==> src/rtl/clk_div_reconfig_ctrl_pkg.sv <==
// Shared definitions for the clock divider reconfiguration sequencer:
// sequencer states, configuration bus field positions and reset value.
package clk_div_reconfig_ctrl_pkg;

  typedef enum logic [2:0] {
    IDLE     = 3'd0,
    WAIT_OLD = 3'd1,
    LOAD     = 3'd2,
    SETTLE   = 3'd3,
    WAIT_NEW = 3'd4,
    DONE     = 3'd5
  } state_e;

  localparam int CFG_SEL    = 0;
  localparam int CFG_EN     = 1;
  localparam int CFG_DA_LSB = 2;
  localparam int CFG_DB_LSB = 5;
  localparam int DIV_W      = 3;

  localparam logic [7:0] CFG_RST = 8'h00;

  // Select and both divide factors come from the pending request; the enable
  // bit keeps its current (gated) value.
  function automatic logic [7:0] cfg_load(input logic [7:0] cur, input logic [7:0] pend);
    logic [7:0] r;
    r = cur;
    r[CFG_SEL] = pend[CFG_SEL];
    r[CFG_DA_LSB +: DIV_W] = pend[CFG_DA_LSB +: DIV_W];
    r[CFG_DB_LSB +: DIV_W] = pend[CFG_DB_LSB +: DIV_W];
    return r;
  endfunction

endpackage

==> src/rtl/clk_div_reconfig_ctrl_bit_sync.sv <==
// Multi-flop synchroniser for one asynchronous monitor input.
module clk_div_reconfig_ctrl_bit_sync #(
  parameter int STAGES = 2
) (
  input  logic clk,
  input  logic rst_n,
  input  logic d,
  output logic q
);

  logic [STAGES-1:0] sr;

  // Shift the asynchronous input through the flop chain.
  always_ff @(posedge clk or negedge rst_n) begin
    if (!rst_n) sr <= '0;
    else        sr <= {sr[STAGES-2:0], d};
  end

  assign q = sr[STAGES-1];

endmodule

==> src/rtl/clk_div_reconfig_ctrl.sv <==
// Glitch-free reconfiguration sequencer for the dual clock divider/selector.
//
// state    | meaning
// ---------+---------------------------------------------------------------
// IDLE     | ready for a request; output keeps the last applied config
// WAIT_OLD | output gated, waiting for the old selected clock to be low
// LOAD     | select and divide factors written, enable still 0
// SETTLE   | dividers settle for SETTLE_CYCLES cycles
// WAIT_NEW | waiting for the new selected clock to be low before enabling
// DONE     | one-cycle completion pulse
module clk_div_reconfig_ctrl
  import clk_div_reconfig_ctrl_pkg::*;
#(
  parameter int SETTLE_CYCLES = 4,
  parameter int TIMEOUT       = 63,
  parameter int SYNC_STAGES   = 2
) (
  input  logic       clk,
  input  logic       rst_n,
  input  logic       req_valid,
  output logic       req_ready,
  input  logic [7:0] req_cfg,
  output logic [7:0] cfg_out,
  input  logic       clk_a_mon,
  input  logic       clk_b_mon,
  output logic       busy,
  output logic       done,
  output logic       err_timeout,
  input  logic       err_clr
);

  // The wait counter holds the number of wait cycles already elapsed, so the
  // last allowed wait cycle is the one where it equals TIMEOUT-1.
  localparam logic [7:0] TMO_LAST    = 8'(TIMEOUT - 1);
  localparam logic [3:0] SETTLE_INIT = 4'(SETTLE_CYCLES);

  state_e     state_q, state_d;
  logic [7:0] cfg_q;
  logic [7:0] pend;
  logic [7:0] tmo_cnt;
  logic [3:0] settle_cnt;
  logic       err_q;
  logic       mon_a_s, mon_b_s, mon_sel;
  logic       accept, wait_exit, tmo_hit;

  clk_div_reconfig_ctrl_bit_sync #(.STAGES(SYNC_STAGES)) u_sync_a (
    .clk   (clk),
    .rst_n (rst_n),
    .d     (clk_a_mon),
    .q     (mon_a_s)
  );

  clk_div_reconfig_ctrl_bit_sync #(.STAGES(SYNC_STAGES)) u_sync_b (
    .clk   (clk),
    .rst_n (rst_n),
    .d     (clk_b_mon),
    .q     (mon_b_s)
  );

  // Same polarity as the divider mux: select=1 picks clock A.
  assign mon_sel = cfg_q[CFG_SEL] ? mon_a_s : mon_b_s;

  // State register.
  always_ff @(posedge clk or negedge rst_n) begin
    if (!rst_n) state_q <= IDLE;
    else        state_q <= state_d;
  end

  // Next-state decode and per-cycle control strobes.
  always_comb begin
    state_d   = state_q;
    accept    = 1'b0;
    wait_exit = 1'b0;
    tmo_hit   = 1'b0;
    case (state_q)
      IDLE: begin
        if (req_valid) begin
          accept  = 1'b1;
          state_d = cfg_q[CFG_EN] ? WAIT_OLD : LOAD;
        end
      end
      WAIT_OLD, WAIT_NEW: begin
        if (!mon_sel) begin
          wait_exit = 1'b1;
        end else if (tmo_cnt == TMO_LAST) begin
          wait_exit = 1'b1;
          tmo_hit   = 1'b1;
        end
        if (wait_exit) state_d = (state_q == WAIT_OLD) ? LOAD : DONE;
      end
      LOAD:    state_d = SETTLE;
      SETTLE: begin
        if (settle_cnt <= 4'd1) state_d = pend[CFG_EN] ? WAIT_NEW : DONE;
      end
      DONE:    state_d = IDLE;
      default: state_d = IDLE;
    endcase
  end

  // Pending request capture and the configuration bus register.
  always_ff @(posedge clk or negedge rst_n) begin
    if (!rst_n) begin
      pend  <= CFG_RST;
      cfg_q <= CFG_RST;
    end else begin
      if (accept) begin
        pend          <= req_cfg;
        cfg_q[CFG_EN] <= 1'b0;
      end
      if (state_q == LOAD) cfg_q <= cfg_load(cfg_q, pend);
      if (state_q == WAIT_NEW && wait_exit) cfg_q[CFG_EN] <= 1'b1;
    end
  end

  // Settle down-counter: loaded in LOAD, reaches zero on the edge leaving SETTLE.
  always_ff @(posedge clk or negedge rst_n) begin
    if (!rst_n)                  settle_cnt <= '0;
    else if (state_q == LOAD)    settle_cnt <= SETTLE_INIT;
    else if (state_q == SETTLE)  settle_cnt <= settle_cnt - 4'd1;
  end

  // Wait-state timeout counter: zero on entry, counts wait cycles.
  always_ff @(posedge clk or negedge rst_n) begin
    if (!rst_n) begin
      tmo_cnt <= '0;
    end else if ((state_q == WAIT_OLD || state_q == WAIT_NEW) && !wait_exit) begin
      tmo_cnt <= tmo_cnt + 8'd1;
    end else begin
      tmo_cnt <= '0;
    end
  end

  // Sticky timeout flag; a new timeout wins over a simultaneous clear.
  always_ff @(posedge clk or negedge rst_n) begin
    if (!rst_n)       err_q <= 1'b0;
    else if (tmo_hit) err_q <= 1'b1;
    else if (err_clr) err_q <= 1'b0;
  end

  assign req_ready   = (state_q == IDLE);
  assign busy        = (state_q != IDLE);
  assign done        = (state_q == DONE);
  assign cfg_out     = cfg_q;
  assign err_timeout = err_q;

endmodule

==> config.mk <==
export PLATFORM = sky130hd
export DESIGN_NAME = clk_div_reconfig_ctrl
export DESIGN_NICKNAME = d
export VERILOG_FILES = /design/src/rtl/clk_div_reconfig_ctrl_pkg.sv /design/src/rtl/clk_div_reconfig_ctrl_bit_sync.sv /design/src/rtl/clk_div_reconfig_ctrl.sv
export SDC_FILE = /design/constraint.sdc
export NUM_CORES = 1
export LEC_CHECK = 0
export CAP_MARGIN = 20
export CORE_MARGIN = 5
export CORE_UTILIZATION = 55
export CTS_BUF_LIST = sky130_fd_sc_hd__clkbuf_4
export CTS_CLUSTER_DIAMETER = 120
export DETAILED_ROUTE_END_ITERATION = 8
export PLACE_DENSITY = 0.93
export SYNTH_ARGS = -nofsm -noshare
export SYNTH_HDL_FRONTEND = slang
export SYNTH_SLANG_ARGS = --single-unit
==> constraint.sdc <==
create_clock -name clk -period 4.1 [get_ports clk]
set_clock_uncertainty 0.1 [all_clocks]
set_input_delay 0.82 -clock clk [delete_from_list [all_inputs] [get_ports clk]]
set_output_delay 0.82 -clock clk [all_outputs]
set_load 0.05 [all_outputs]
## After elaboration in Yosys (flattened, before gate mapping)

Cells that the tools add are included.

| storage, ports and cells | value |
|---|---|
| flip-flop bits (word level) | 36 |
| output and inout bits | 12 |
| logic and storage cells | 58 |

| cells by class | value |
|---|---|
| add/subtract/negate cells | 2 |
| magnitude comparators | 1 |
| equality and inequality tests | 10 |
| muxes and demuxes | 24 |
| reductions and logical operators | 12 |

Operators by type and width:

| cell | number |
|---|---|
| 2-to-1 mux 1 bit | 14 |
| 2-to-1 mux 3 bit | 4 |
| one-hot mux 3 bit (4 select lines) | 1 |
| adder 8 x 1 -> 8 bit (second input constant) | 1 |
| equality test 8 x 6 -> 1 bit (second input constant) | 1 |
| 2-to-1 mux 4 bit | 2 |
| 2-to-1 mux 8 bit | 1 |
| equality test 3 x 2 -> 1 bit (second input constant) | 2 |
| equality test 3 bit (second input constant) | 2 |
| inequality test 2 bit (second input constant) | 3 |
| nonzero test 2 bit | 3 |
| less-or-equal comparator 4 x 1 -> 1 bit (second input constant) | 1 |
| 2-to-1 mux 2 bit | 2 |
| subtractor 4 x 1 -> 4 bit (second input constant) | 1 |
| equality test 3 x 1 -> 1 bit (second input constant) | 1 |
| zero test 3 bit | 1 |
| AND reduction 3 bit | 1 |
| nonzero test 3 bit | 1 |
| logical AND 1 bit | 2 |
| inequality test 2 x 1 -> 1 bit (second input constant) | 1 |
| AND reduction 2 bit | 1 |
| OR reduction 2 bit | 1 |
| zero test 1 bit | 1 |
| logical OR 1 bit | 1 |

## Depth between registers and ports, before layout

Gate-level depths: netlist (run 1).

| depth | value |
|---|---|
| depth in word-level cells | 8 |
| mapped depth | 7 |
| mapped depth without buffers | 6 |

## Modules after synthesis

From an unflattened synthesis (run 1), not the netlist that was laid out.

| unflattened totals | value |
|---|---|
| cells, all modules | 134 |
| area, all modules | 1582.8 µm² |

By module, submodules not included:

| module | times used | cells an instance | area each (µm²) | sequential area each (µm²) |
|---|---|---|---|---|
| clk_div_reconfig_ctrl | 1 | 130 | 1482.7 | 800.8 |
| clk_div_reconfig_ctrl_bit_sync | 2 | 2 | 50.0 | 50.0 |

## Worst setup path after synthesis (run 1)

OpenSTA, ideal clock, no wires.

| timing path | value |
|---|---|
| path type | register to output |
| start | register state_q[0] |
| end | output port busy |
| data arrival time | 2233 ps |
| slack | 947 ps |
| cell stages (with the launch flop) | 4 |
| cell sequence | dfrtp_1 > buf_4 > nor3_1 > inv_1 |

| on the way | value |
|---|---|
| word-level cells in the longest chain between the ends | 1 |

RTL lines:

| element | line | source |
|---|---|---|
| start: declaration | clk_div_reconfig_ctrl.sv:37 | `state_e state_q, state_d;` |
| start signal: assignment | clk_div_reconfig_ctrl.sv:66 | `else state_q <= state_d;` |
| nonzero test 3 bit | clk_div_reconfig_ctrl.sv:141 | `assign busy = (state_q != IDLE);` |
| end: declaration | clk_div_reconfig_ctrl.sv:26 | `output logic busy,` |

No other way between the ends.

## Worst setup path after layout (run 1)

| timing path | value |
|---|---|
| start | register state_q[0] |
| end | output port req_ready |

| on the way | value |
|---|---|
| word-level cells in the longest chain between the ends | 1 |

RTL lines:

| element | line | source |
|---|---|---|
| zero test 3 bit | clk_div_reconfig_ctrl.sv:140 | `assign req_ready = (state_q == IDLE);` |
| end: declaration | clk_div_reconfig_ctrl.sv:21 | `output logic req_ready,` |

No other way between the ends.

==> summary.md, run 1 <==
| Metric | Value |
|---|---|
| Final setup viols | 0 |
| Post-Syn Area per Cell | 11.5 sq um |
| Clock sink count | 36 |
| First-pass GRT wire length | 5.35 mm |
| Sw Pwr | 0.000545 W |
| Crit-path cells | nor3_1 > clkdlybuf4s50_1 |
| Clock network power share | 0.180 |
| CP Data Arrival Time | 2090 ps |
| Max-Cap Viols | 0 |
| Min-delay worst type | reg2reg |
| # resized after CTS | 0 |
| Final period utilization | 0.735 |
| Worst Tran Pin Value | 652 ps |
| FMAX | 0.332 GHz |
| Async SR Flop Fraction | 1.00 |
| Post-synth EDFFs | 0 |
| Setup_tns | 0 ps |
| RSZ-0062 raised after global routing | false |
| Gr usage total | 0.172 |
| Pwr Total | 0.00138 W |
| TritonCTS buffer count | 5 |
| Antenna violations before repair | 0 |
| Worst path bufs/invs | 1 |
| CTS tree | done |
| H-tree level count | 2 |
| Min Tclk post-route | 3010 ps |
| CP top delay family | buffers and inverters |
| DIE WIDTH | 63.6 um |
| Hold Vio Cnt, Final | 0 |
| Most frequent cells in the layout | dfrtp_1, clkdlybuf4s50_1, mux2_2 |
| Outcome | completed |
| ANT cells | 0 |
| Flop pwr share | 0.410 |
| Initial Util | 0.572 |
| Register area share after synthesis | 0.571 |
| Post-DP HPWL | 2.20 mm |
| # hold bufs at CTS | 0 |
| Clock root cell | clkbuf_4 |
| Top post-synthesis cells by area | dfrtp_1, mux2_2, ha_1 |
| Path type of the worst setup path | reg2out |
| Layout cells sized above 1 | 0.145 |
| Peak VDD IR | 695 uV |
| Detailed Routing Iterations Pass 1 | 4 |
| Distinct cell type count after synthesis | 32 |
| Worst-Skew Late Latency | 340 ps |
| # fillers | 218 |
| Static leakage | 0.832 nW |
| WL/cell | 15.6 um |
| Area Growth Syn to Fin | 21.1% |
| Chip height | 63.6 um |
| Worst setup EP type | output pin |
| Sw Ratio | 0.393 |
| Post-Syn Area | 1580 sq um |
| Grt ovf | 0 |
| Largest net degree at the start of global routing | 37 |
| Vias in the first global route | 1183 |
| Buffers on Ports | 25 |
| Most used DFF post-synth | dfrtp_1 |
| Seq cells post-synth | 36 |
| Comb power frac | 0.411 |
| Int Pwr | 0.000840 W |
| Top cell type's share of synthesized area | 0.571 |
| Initial drt markers | 82 |
| Post-route DRC | 0 |
| Pwr dens | 725 nW/um^2 |
| WL final | 3.05 mm |
| Core Rows | 19 |
| Synth Warn # | 0 |
| Post-CTS Setup Bufs | 0 |
| Commonest non-fill, non-tap cell in the layout | dfrtp_1 |
| Worst setup SP type | flip-flop |
| Max-slew violations | 0 |
| Gate Count Post-Synth | 137 |
| Nets@finish | 182 |
| Top-level port count | 26 |
| Slowest-stage cell, CP | clkdlybuf4s50_1 |
| Post-Syn Nets | 155 |
| Synth area leader | dfrtp_1 |
| Core ar. | 2760 sq um |
| Worst-path fanout max | 15 |
| Gpl congestion | 0.856 |
| Relative slew margins | 0.564 |
| Clk buf depth | 2 |
| DIE AREA | 4040 sq um |
| Routed Antenna Nets | 0 |
| Via density | 5.60 |
| Clock transition at path regs | 110 ps |
| DR vias | 1097 |
| Critical path's largest stage delay | 870 ps |
| Req. time, crit path | 3180 ps |
==> metrics by stage <==
stage / area, sq um / std cells / hold slack (ps) / setup slack (ps) / utilization
final: 1910 / 196 / 261 / 1090 / 0.693
after global routing: 1910 / 196 / 272 / 867 / 0.693
after CTS: 1910 / 196 / 262 / 1050 / 0.693
after detailed placement: 1830 / 188 / 236 / 1450 / 0.664
after global placement: 1830 / 188 / 232 / 1530 / 0.664
after floorplan: 1580 / 137 / 231 / 947 / -
==> kinds of logic (layout without fill, tap and decap cells) <==
family,after synthesis,in the layout,share of synthesized area
and+or+nand+nor,44,44,0.139
DFF,36,36,0.571
AOI/OAI and AO/OA,17,17,0.0642
muxes,17,17,0.120
buffers and inverters,14,42,0.0468
xor gates and xnor gates,5,5,0.0278
adders and majority gates,4,4,0.0317
==> layout make-up <==
class / count / area [sq um] / share of cell area
clock inverters: 3 / 42.5 / 0.0223
well taps: 31 / 38.8 / 0.0203
multi-input cells: 87 / 603 / 0.316
repair buffers: 26 / 258 / 0.135
clock buffers: 5 / 37.5 / 0.0196
inverters: 8 / 30.0 / 0.0157
flip-flops and latches: 36 / 901 / 0.472
==> state kept, by name, indices dropped and copies added, names as in the netlist <==
signal / cells
tmo_cnt: 8
u_sync_b.sr: 2
pend: 8
err_timeout: 1
cfg_out: 8
u_sync_a.sr: 2
settle_cnt: 4
state_q: 3
==> cell usage after synthesis, drive strengths merged, types with 2 or more instances <==
| cell | instances |
|---|---|
| nand3 | 6 |
| nor2 | 13 |
| nand2 | 7 |
| o21ai | 7 |
| mux2 | 15 |
| ha | 4 |
| xnor2 | 2 |
| a21oi | 4 |
| dfrtp | 36 |
| xor2 | 3 |
| o22ai | 2 |
| nor3 | 3 |
| nand2b | 2 |
| nand3b | 2 |
| mux2i | 2 |
| inv | 8 |
| buf | 5 |
| and2 | 2 |
| and3 | 3 |
==> metal layers <==
layer	GRT usage	wire [um]	vias up
met5	0	0	-
met4	0.0779	31	0
met3	0.0728	199	3
met2	0.268	1540	37
met1	0.205	1280	537
li1	-	-	520
==> power by group through the flow <==
stage,Sequential [W],Combinational (W),Clock (W)
6_report,0.000567,0.000569,0.000249
5_1_grt,0.000584,0.000616,0.000278
4_1_cts,0.000566,0.000574,0.000253
3_5_place_dp,0.000572,0.000571,0
3_3_place_gp,0.000561,0.000545,0
2_1_floorplan,0.000665,0.000312,0
==> path summary, 6_finish.rpt <==
check	from	cells after the start	end	slack, ps
setup / recovery	state_q[0]	2	req_ready	1090
hold / removal	u_sync_a.sr[0]	0	u_sync_a.sr[1]	260
setup reg to reg	state_q[0]	4	state_q[0]	2050
hold reg to reg	u_sync_a.sr[0]	0	u_sync_a.sr[1]	260
max in group asynchronous	rst_n	2	cfg_out[6]	2820
min in group asynchronous	rst_n	2	settle_cnt[0]	770
(Power assumes the default switching activity.)
==> run 2: changes to the inputs <==
CORE_UTILIZATION = 54   (was 55)
PLACE_DENSITY = 0.92   (was 0.93)
clock period = 3.05 ns   (was 4.1 ns; I/O delays follow)
==> summary.md, run 2 (synthesized netlist as in run 1, its figures left out) <==
| Metric | Value |
|---|---|
| Outcome | completed |
| CTS tree | done |
| Layout cells sized above 1 | 0.128 (-0.0174) |
| TritonCTS buffer count | 5 (unchanged) |
| Clock network power share | 0.125 (-0.055) |
| Path type of the worst setup path | reg2out |
| Hold path start | u_sync_a.sr[0] |
| Worst Tran Pin Value | 572 ps (-79.8 ps) |
| Worst-Skew Late Latency | 310 ps (-30 ps) |
| Sw Pwr | 0.000704 W (+29%) |
| Final period utilization | 0.917 |
| Static leakage | 0.817 nW (-1.8%) |
| Post-CTS Setup Bufs | 0 (unchanged) |
| R2R setup slack | 1010 ps (-1040 ps) |
| Min-delay worst type | reg2reg |
| DIE AREA | 4100 sq um (+1.6%) |
| Flop pwr share | 0.438 (+0.028) |
| Max-Cap Viols | 0 (unchanged) |
| Peak VDD IR | 663 uV (-4.7%) |
| WL final | 2.94 mm (-3.5%) |
| Gpl congestion | 0.770 (-10%) |
| DR vias | 1087 (-0.91%) |
| Worst-path fanout max | 15 (unchanged) |
| RSZ-0062 raised after global routing | false |
| CP Data Arrival Time | 2090 ps (about the same) |
| ANT cells | 0 (unchanged) |
| Buffers on Ports | 25 (unchanged) |
| # fillers | 211 (-3.2%) |
| Req. time, crit path | 2340 ps (-840 ps) |
| Initial Util | 0.567 (-0.00489) |
| Final setup viols | 0 (unchanged) |
| FMAX | 0.358 GHz |
| Core ar. | 2780 sq um (+0.86%) |
| Antenna violations before repair | 0 (unchanged) |
| Initial drt markers | 64 (-22%) |
| Area Growth Syn to Fin | 18.9% |
| Max-slew violations | 0 (unchanged) |
| Min Tclk post-route | 2800 ps |
| Grt ovf | 0 (unchanged) |
| WL/cell | 15.1 um (-3.0%) |
| Hold EP | u_sync_a.sr[1] |
| Routed Antenna Nets | 0 (unchanged) |
| # resized after CTS | 0 (unchanged) |
| Worst Hold Path Cells | 0 (unchanged) |
| Via density | 5.57 (-0.40%) |
| Relative slew margins | 0.617 (+0.0534) |
| Critical R2R Capture | state_q[0] |
| Nets@finish | 182 (unchanged) |
| Worst setup EP type | output pin |
| First-pass GRT wire length | 5.10 mm (-4.8%) |
| Post-route DRC | 0 (unchanged) |
| Clk buf depth | 2 (unchanged) |
| Int Pwr | 0.00104 W (+24%) |
| H-tree level count | 2 (unchanged) |
| Detailed Routing Iterations Pass 1 | 4 (unchanged) |
| Chip height | 64.1 um (+0.78%) |
| Clock transition at path regs | 90 ps (-20 ps) |
| Clock root cell | clkbuf_4 |
| Largest net degree at the start of global routing | 37 (unchanged) |
| Most frequent cells in the layout | dfrtp_1, clkdlybuf4s50_1, mux2_2 |
| Gr usage total | 0.154 (-0.0181) |
| Commonest non-fill, non-tap cell in the layout | dfrtp_1 |
| Top-level port count | 26 (unchanged) |
| Vias in the first global route | 1152 (-2.6%) |
| Core Rows | 19 (unchanged) |
| Sw Ratio | 0.404 (+0.0104) |
| Pwr dens | 929 nW/um^2 (+28%) |
| Setup_tns | 0 ps (unchanged) |
| Comb power frac | 0.437 (+0.026) |
| Min Hold Slack | 258 ps (-3.13 ps) |
| Post-DP HPWL | 2.22 mm (+0.72%) |
| Clock sink count | 36 (unchanged) |
| # hold bufs at CTS | 0 (unchanged) |
| Worst setup SP type | flip-flop |
| Reg2reg start | state_q[0] |
| DIE WIDTH | 64.1 um (+0.78%) |
| Register-to-Register Path Depth | 4 (unchanged) |
| Hold Vio Cnt, Final | 0 (unchanged) |
## run 2: how the worst max path moves through the flow
stage / start / end / depth (start not counted)
2_1_floorplan: state_q[0] / busy / 3
4_1_cts: state_q[0] / req_ready / 2
3_3_place_gp: state_q[0] / req_ready / 2
6_report: state_q[0] / req_ready / 2
5_1_grt: state_q[0] / req_ready / 2
3_5_place_dp: state_q[0] / req_ready / 2
## run 2: per-stage QoR
stage               cell area (sq um)  instances  power (W)  utilization  setup WS (ps)
floorplan                        1580        137    0.00131            -            107
global placement                 1830        188    0.00148        0.658            647
detailed placement               1830        188    0.00154        0.658            602
CTS                              1880        195    0.00175        0.674            254
global route                     1880        195    0.00186        0.674            140
finish                           1880        195    0.00174        0.674            254
## run 2: final cells by class
class                   count  area (sq um)  area share
clock buffers               5          37.5      0.0200
clock inverters             2          7.51     0.00400
inverters                   8          30.0      0.0160
multi-input cells          87           603       0.322
flip-flops and latches     36           901       0.480
well taps                  31          38.8      0.0207
repair buffers             26           258       0.137
## run 2: critical path, cell delays in order (launching register included)
cell and delay (ps):
dfrtp_1 550, nor3_1 360, clkdlybuf4s50_1 870
## run 2: metal layers
layer	part of all wire	GRT usage	wire, um	up-vias
met5	0	0	0	-
met4	0	0.0286	0	0
met3	0.056	0.0420	164	0
met2	0.51	0.261	1510	27
met1	0.43	0.198	1270	540
li1	-	-	-	520
## run 2: power by group through the flow
| stage | clock network, W | logic, W | registers, W |
|---|---|---|---|
| finish | 0.000218 | 0.000762 | 0.000764 |
| global route | 0.000250 | 0.000825 | 0.000785 |
| CTS | 0.000224 | 0.000769 | 0.000761 |
| detailed placement | 0 | 0.000768 | 0.000769 |
| global placement | 0 | 0.000730 | 0.000751 |
| floorplan | 0 | 0.000420 | 0.000894 |
